===== config.mk =====
export PLATFORM = sky130hd
export DESIGN_NAME = upc_checkout_tracker_flat
export DESIGN_NICKNAME = d
export VERILOG_FILES = /design/src/rtl/upc_checkout_tracker_if.sv /design/src/rtl/upc_checkout_tracker.sv /design/src/flat_wrapper.sv
export SDC_FILE = /design/constraint.sdc
export NUM_CORES = 1
export LEC_CHECK = 0
export ABC_CLOCK_PERIOD_IN_PS = 1600
export CAP_MARGIN = 20
export CORE_UTILIZATION = 36
export CTS_CLUSTER_DIAMETER = 200
export DETAILED_ROUTE_END_ITERATION = 10
export HOLD_SLACK_MARGIN = 0.02
export PLACE_DENSITY = 0.65
export SLEW_MARGIN = 0
export SYNTH_ARGS = -nofsm -noshare
export SYNTH_HDL_FRONTEND = slang
export SYNTH_SLANG_ARGS = --single-unit

===== constraint.sdc =====
create_clock -name clk -period 1.6 [get_ports clk]
set_clock_uncertainty 0.15 [all_clocks]
set_input_delay 0.32 -clock clk [delete_from_list [all_inputs] [get_ports clk]]
set_output_delay 0.32 -clock clk [all_outputs]
set_load 0.1 [all_outputs]

===== src/rtl/upc_checkout_tracker_if.sv =====
// rtl/upc_checkout_tracker_if.sv - item handshake and per-item result bundle for the checkout tracker
//
// Purpose: groups the item handshake and the per-item classification result.
// Ports (signals):
//    item_valid     master->slave  item presented
//    item_code      master->slave  product code, CODE_W bits
//    item_mark      master->slave  item carries the security mark
//    item_ready     slave->master  tracker can accept an item this cycle
//    res_valid      slave->master  1-cycle pulse, res_* describe the last accepted item
//    res_discount   slave->master  item is discounted
//    res_expensive  slave->master  item is expensive and unmarked
//    res_stolen     slave->master  item is classified as stolen
// master = item source (front end / bench), slave = upc_checkout_tracker.

interface upc_checkout_tracker_if #(
   parameter int CODE_W = 3
);
   logic              item_valid;
   logic [CODE_W-1:0] item_code;
   logic              item_mark;
   logic              item_ready;
   logic              res_valid;
   logic              res_discount;
   logic              res_expensive;
   logic              res_stolen;

   modport master (
      output item_valid,
      output item_code,
      output item_mark,
      input  item_ready,
      input  res_valid,
      input  res_discount,
      input  res_expensive,
      input  res_stolen
   );

   modport slave (
      input  item_valid,
      input  item_code,
      input  item_mark,
      output item_ready,
      output res_valid,
      output res_discount,
      output res_expensive,
      output res_stolen
   );
endinterface


===== src/rtl/upc_checkout_tracker.sv =====
// rtl/upc_checkout_tracker.sv - checkout item classifier with saturating session counters and theft alarm
//
// Purpose: classifies each accepted item as discount / expensive / stolen via
// parameter mask tables, keeps saturating session counters and latches a theft
// alarm until it is explicitly cleared.
// Ports:
//    clk            in   1      single clock, all state changes on posedge
//    reset          in   1      synchronous, active-high
//    item_if        slave       item handshake and registered per-item result
//    alarm_clear    in   1      acknowledge the theft alarm (only acted on in ALARM)
//    session_clear  in   1      end session: zero counters, return to IDLE
//    alarm          out  1      latched theft alarm, high exactly in ALARM
//    state          out  2      00 IDLE, 01 ACTIVE, 10 ALARM
//    total_cnt      out  CNT_W  items accepted this session
//    discount_cnt   out  CNT_W  accepted discounted items
//    stolen_cnt     out  CNT_W  accepted stolen items

module upc_checkout_tracker #(
   parameter int                     CODE_W           = 3,
   parameter int                     CNT_W            = 8,
   parameter logic [2**CODE_W-1:0]   DISCOUNT_MASK    = 8'b1110_1100,
   parameter logic [2**CODE_W-1:0]   EXPENSIVE_MASK   = 8'b0011_0001,
   parameter logic [2**CODE_W-1:0]   STOLEN_ANY_MASK  = 8'b0001_0000,
   parameter logic [2**CODE_W-1:0]   STOLEN_UNMK_MASK = 8'b0001_0001
) (
   input  logic                 clk,
   input  logic                 reset,
   upc_checkout_tracker_if.slave item_if,
   input  logic                 alarm_clear,
   input  logic                 session_clear,
   output logic                 alarm,
   output logic [1:0]           state,
   output logic [CNT_W-1:0]     total_cnt,
   output logic [CNT_W-1:0]     discount_cnt,
   output logic [CNT_W-1:0]     stolen_cnt
);

   typedef enum logic [1:0] {
      ST_IDLE   = 2'b00,
      ST_ACTIVE = 2'b01,
      ST_ALARM  = 2'b10
   } state_t;

   state_t state_q;
   state_t state_d;

   logic cls_discount;
   logic cls_expensive;
   logic cls_stolen;
   logic accept;

   logic             res_valid_q;
   logic             res_discount_q;
   logic             res_expensive_q;
   logic             res_stolen_q;
   logic [CNT_W-1:0] total_q;
   logic [CNT_W-1:0] discount_q;
   logic [CNT_W-1:0] stolen_q;

   // Counters stop at all-ones instead of wrapping.
   function automatic logic [CNT_W-1:0] sat_inc(input logic [CNT_W-1:0] v);
      if (v == {CNT_W{1'b1}})
         return v;
      else
         return v + CNT_W'(1);
   endfunction

   // Mask lookups on the presented item; only registered on acceptance.
   always_comb begin
      cls_discount  = DISCOUNT_MASK[item_if.item_code];
      cls_expensive = EXPENSIVE_MASK[item_if.item_code] && !item_if.item_mark;
      cls_stolen    = STOLEN_ANY_MASK[item_if.item_code]
                      || (STOLEN_UNMK_MASK[item_if.item_code] && !item_if.item_mark);
   end

   // Ready depends only on state so the front end never sees a valid->ready loop.
   assign item_if.item_ready = (state_q != ST_ALARM);

   // session_clear outranks acceptance: a coinciding item is dropped entirely.
   assign accept = item_if.item_valid && item_if.item_ready && !session_clear;

   always_ff @(posedge clk) begin
      if (reset)
         state_q <= ST_IDLE;
      else
         state_q <= state_d;
   end

   always_comb begin
      state_d = state_q;
      if (session_clear) begin
         state_d = ST_IDLE;
      end else begin
         case (state_q)
            ST_IDLE: begin
               if (accept)
                  state_d = cls_stolen ? ST_ALARM : ST_ACTIVE;
            end
            ST_ACTIVE: begin
               if (accept && cls_stolen)
                  state_d = ST_ALARM;
            end
            ST_ALARM: begin
               if (alarm_clear)
                  state_d = ST_ACTIVE;
            end
            default: state_d = ST_IDLE;
         endcase
      end
   end

   // Result registers and session counters. res_* hold until the next
   // acceptance; res_valid is a single-cycle pulse.
   always_ff @(posedge clk) begin
      if (reset) begin
         res_valid_q     <= 1'b0;
         res_discount_q  <= 1'b0;
         res_expensive_q <= 1'b0;
         res_stolen_q    <= 1'b0;
         total_q         <= '0;
         discount_q      <= '0;
         stolen_q        <= '0;
      end else if (session_clear) begin
         res_valid_q <= 1'b0;
         total_q     <= '0;
         discount_q  <= '0;
         stolen_q    <= '0;
      end else begin
         res_valid_q <= accept;
         if (accept) begin
            res_discount_q  <= cls_discount;
            res_expensive_q <= cls_expensive;
            res_stolen_q    <= cls_stolen;
            total_q         <= sat_inc(total_q);
            if (cls_discount)
               discount_q <= sat_inc(discount_q);
            if (cls_stolen)
               stolen_q <= sat_inc(stolen_q);
         end
      end
   end

   assign item_if.res_valid     = res_valid_q;
   assign item_if.res_discount  = res_discount_q;
   assign item_if.res_expensive = res_expensive_q;
   assign item_if.res_stolen    = res_stolen_q;

   // The stolen item moves state to ALARM on the same edge that raises its
   // res_valid, so alarm and the result pulse appear together.
   assign alarm        = (state_q == ST_ALARM);
   assign state        = state_q;
   assign total_cnt    = total_q;
   assign discount_cnt = discount_q;
   assign stolen_cnt   = stolen_q;

endmodule


===== src/flat_wrapper.sv =====
// flat-port wrapper written by rule: the top's interface ports become plain ports
module upc_checkout_tracker_flat 
#(
   parameter int                     CODE_W           = 3,
   parameter int                     CNT_W            = 8,
   parameter logic [2**CODE_W-1:0]   DISCOUNT_MASK    = 8'b1110_1100,
   parameter logic [2**CODE_W-1:0]   EXPENSIVE_MASK   = 8'b0011_0001,
   parameter logic [2**CODE_W-1:0]   STOLEN_ANY_MASK  = 8'b0001_0000,
   parameter logic [2**CODE_W-1:0]   STOLEN_UNMK_MASK = 8'b0001_0001
)
  (clk, reset, alarm_clear, session_clear, alarm, state, total_cnt, discount_cnt, stolen_cnt, item_if_item_valid, item_if_item_code, item_if_item_mark, item_if_item_ready, item_if_res_valid, item_if_res_discount, item_if_res_expensive, item_if_res_stolen);
  upc_checkout_tracker_if #(.CODE_W(CODE_W)) item_if_i ();
  input  logic clk;
  input  logic reset;
  input  logic alarm_clear;
  input  logic session_clear;
  output logic alarm;
  output logic [1:0] state;
  output logic [CNT_W-1:0] total_cnt;
  output logic [CNT_W-1:0] discount_cnt;
  output logic [CNT_W-1:0] stolen_cnt;
  input wire logic [$bits(item_if_i.item_valid)-1:0] item_if_item_valid;
  input wire logic [$bits(item_if_i.item_code)-1:0] item_if_item_code;
  input wire logic [$bits(item_if_i.item_mark)-1:0] item_if_item_mark;
  output wire logic [$bits(item_if_i.item_ready)-1:0] item_if_item_ready;
  output wire logic [$bits(item_if_i.res_valid)-1:0] item_if_res_valid;
  output wire logic [$bits(item_if_i.res_discount)-1:0] item_if_res_discount;
  output wire logic [$bits(item_if_i.res_expensive)-1:0] item_if_res_expensive;
  output wire logic [$bits(item_if_i.res_stolen)-1:0] item_if_res_stolen;
  assign item_if_i.item_valid = item_if_item_valid;
  assign item_if_i.item_code = item_if_item_code;
  assign item_if_i.item_mark = item_if_item_mark;
  assign item_if_item_ready = item_if_i.item_ready;
  assign item_if_res_valid = item_if_i.res_valid;
  assign item_if_res_discount = item_if_i.res_discount;
  assign item_if_res_expensive = item_if_i.res_expensive;
  assign item_if_res_stolen = item_if_i.res_stolen;
  upc_checkout_tracker #(.CODE_W(CODE_W), .CNT_W(CNT_W), .DISCOUNT_MASK(DISCOUNT_MASK), .EXPENSIVE_MASK(EXPENSIVE_MASK), .STOLEN_ANY_MASK(STOLEN_ANY_MASK), .STOLEN_UNMK_MASK(STOLEN_UNMK_MASK)) u_core (.clk(clk), .reset(reset), .item_if(item_if_i), .alarm_clear(alarm_clear), .session_clear(session_clear), .alarm(alarm), .state(state), .total_cnt(total_cnt), .discount_cnt(discount_cnt), .stolen_cnt(stolen_cnt));
endmodule

==> metrics.txt, run 1 <==
clock latency at the later pin of the worst-skew pair=0.29 ns; sum of negative setup slack=-1.029 ns; core utilization of the finished layout=84.78%; Post-Syn Area per Cell=8.619 um^2; outcome=finished, violations left; number of iterations in the first detailed-routing pass=4; fin worst setup slack=-0.1749 ns; Port Buffers=40; CTS clk-pin slew, worst paths=0.07 ns; register-to-register setup slack=-0.17 ns; maximum level of the CTS H-tree=2; area share of the leading cell type in the synthesized netlist=40.75%; largest net degree at the start of global routing=11; kind of start point of the critical path=flop; critical register-to-register path startpoint=u_core.state[1]$_SDFFE_PP0P_; proportion of synthesized chip area in sequential cells=40.75%; total detailed-routing wirelength=5718 um; HPWL after detailed placement=3582 um; die boundary width=65.99 um; post-place setup slack=-0.5455 ns; unrepaired setup endpoints after global routing=true; starting density of the core=38.80%; Least-Margin Pin Slew=0.5733 ns; violations in the final reports=setup timing; worst hold margin=0.3876 ns; Inserted Clock Buffers=5; final setup fails=15; count of antenna-violating nets left after detailed routing=0; CTS max path bufs=2; type of the worst min-delay path=reg -> reg; antenna violations before repair=0; overall power of the completed layout=1.837 mW; number of flip-flops and latches in the synthesized netlist=30; drc violations=0; count of pins on the block boundary=41; first-iteration detailed-routing DRC count=144; hold_sp=u_core.stolen_cnt[7]$_SDFFE_PP0P_; largest vdd supply drop=0.5257 mV; leakage power summed over all cells=1.184 nW; capturing instance or port of the critical path=u_core.discount_cnt[0]$_SDFFE_PP0P_; number of max-cap violations=0; root buffer selected by CTS=clkbuf_8; data arrival time of the worst path=1.84 ns; sinks on the clock net=30; category of the most critical setup path=reg -> reg; Congestion Overflow GR=0; design area=3221 um^2; y dimension of the die=65.99 um; net count after synthesis=183; capturing point of the worst reg2reg path=u_core.discount_cnt[0]$_SDFFE_PP0P_; most common cell in the netlist=dfxtp_1; start point of the critical path=u_core.state[1]$_SDFFE_PP0P_; vias per cell=5.884; Pins Over Slew Limit=0; Post-Place Cells=302; power density of the placed cells=570.3 nW/um^2; cell count after synthesis=171; number of global-route vias before repair=1,806; Max Fclk=563.4 MHz; total number of vias=1,871; final-layout fill cell count=180; Async S/R FF share, synth=0%; maximum fanout count along the critical path=7; Synth top cells by count=30 x dfxtp_1, 19 x a21oi_1, 13 x nand2_1, 11 x nand3_1, 8 x nor2_1; count of antenna diodes in the layout=0; Total Nets Final=281; sort of element at the end of the critical path=flop; total global routing track utilization=25.36%; distinct cell type count after synthesis=38; depth of the worst register-to-register path=5; warnings from Yosys=0; final period demand of the worst path=1.775 ns; Die Outline Area=4354 um^2; TritonCTS clock tree=built; Placement Rows=22; layout cells sized above 1=62.59%; Core Region=3799 um^2; number of enable flip-flop cells after synthesis=0; WL/cell=17.98 um; final clock period utilization by the worst path=110.9%; total cell area at the placement stage=2715 um^2; required time of the critical path=1.66 ns; layout-stage area growth over the synthesis result=118.5%; Most used DFF post-synth=dfxtp_1; Fin. Hold Viols=0; first-pass GRT wire length=8431 um; cell type with the largest total area after synthesis=dfxtp_1; gp weighted congestion=0.8427; cell area after technology mapping=1474 um^2; leading cell types by total area after synthesis=dfxtp_1 41%, a21oi_1 6.5%, and4_1 4.2%; Final Non-Filler Cells=318; Rel. slew slack=61.78%
-- cell usage in the layout (no fill, tap or decap), types with 7 or more instances in the layout --
| cell type | n |
|---|---|
| a21oi_1 | 12 |
| buf_6 | 9 |
| nor2_1 | 7 |
| a21oi_2 | 7 |
| dfxtp_4 | 13 |
| buf_4 | 48 |
| dfxtp_2 | 12 |
| nand3_1 | 10 |
| nand2_1 | 11 |
| buf_12 | 33 |
-- repair_timing --
item / in CTS / in global routing
gates resized for setup: 24 / 43
hold buffers: 0 / 0
buffers inserted: 4 / 5
cloned: 0 / 1
pin swaps: 4 / 13
setup endpoints to repair: 26 / 22
-- cell families after synthesis --
family                   synth area share (%)
AND/OR/NAND/NOR                         29.46
adder cells (fa/ha/maj)                 2.547
multiplexers                           0.6791
flip-flops                              40.75
AO/OA/AOI/OAI                           22.75
buffers and inverters                   3.819
-- area by class of cell --
| cell class | instances | area, um^2 | share of cell area, % |
|---|---|---|---|
| Tap cell | 48 | 60.06 | 1.865 |
| Inverter | 4 | 31.28 | 0.9713 |
| Timing Repair Buffer | 99 | 1211 | 37.61 |
| Clock buffer | 8 | 132.6 | 4.118 |
| Sequential cell | 30 | 664.4 | 20.63 |
| Multi-Input combinational cell | 129 | 1121 | 34.81 |
-- worst min-delay path by stage --
stage,end,slack [ns],cells after the start
after floorplan,u_core.item_if.res_expensive$_SDFFE_PP0P_,0.24,1
after global placement,u_core.stolen_cnt[7]$_SDFFE_PP0P_,0.34,1
after detailed placement,u_core.stolen_cnt[7]$_SDFFE_PP0P_,0.35,1
after CTS,u_core.item_if.res_expensive$_SDFFE_PP0P_,0.35,2
after global routing,u_core.stolen_cnt[7]$_SDFFE_PP0P_,0.41,2
final,u_core.stolen_cnt[7]$_SDFFE_PP0P_,0.39,2
-- critical path, cell delays in order (launching register included) --
cell and delay (ns):
dfxtp_4 0.34, nor2b_4 0.17, buf_12 0.15, or3_4 0.42
or3_1 0.36, a21oi_2 0.12
-- power breakdown --
group	leakage [nW]	switching (mW)	internal (mW)
Clock	0.0678	0.309	0.539
Sequential	0.259	0.00682	0.733
Combinational	0.857	0.143	0.107
-- registers in the layout (all words and copies together), names as in the netlist --
signal and cells:
u_core.discount_cnt 8, u_core.item_if.res_discount 1, u_core.item_if.res_expensive 1, u_core.item_if.res_stolen 1
u_core.item_if.res_valid 1, u_core.state 2, u_core.stolen_cnt 8, u_core.total_cnt 8
-- metal layers --
layer | track usage (%) | up-vias | wire (um)
met4 | 12.50 | 0 | 118
met1 | 29.20 | 905 | 2251
met2 | 43.49 | 82 | 3020
met3 | 6.034 | 12 | 328
li1 | - | 872 | -
met5 | 0 | - | 0
(Power assumes the default switching activity.)
==> run 2, diff against run 1 <==
- CAP_MARGIN: 20 -> default
==> results of run 2 <==
The final DEF is identical to that of run 1; final timing and power are the same.
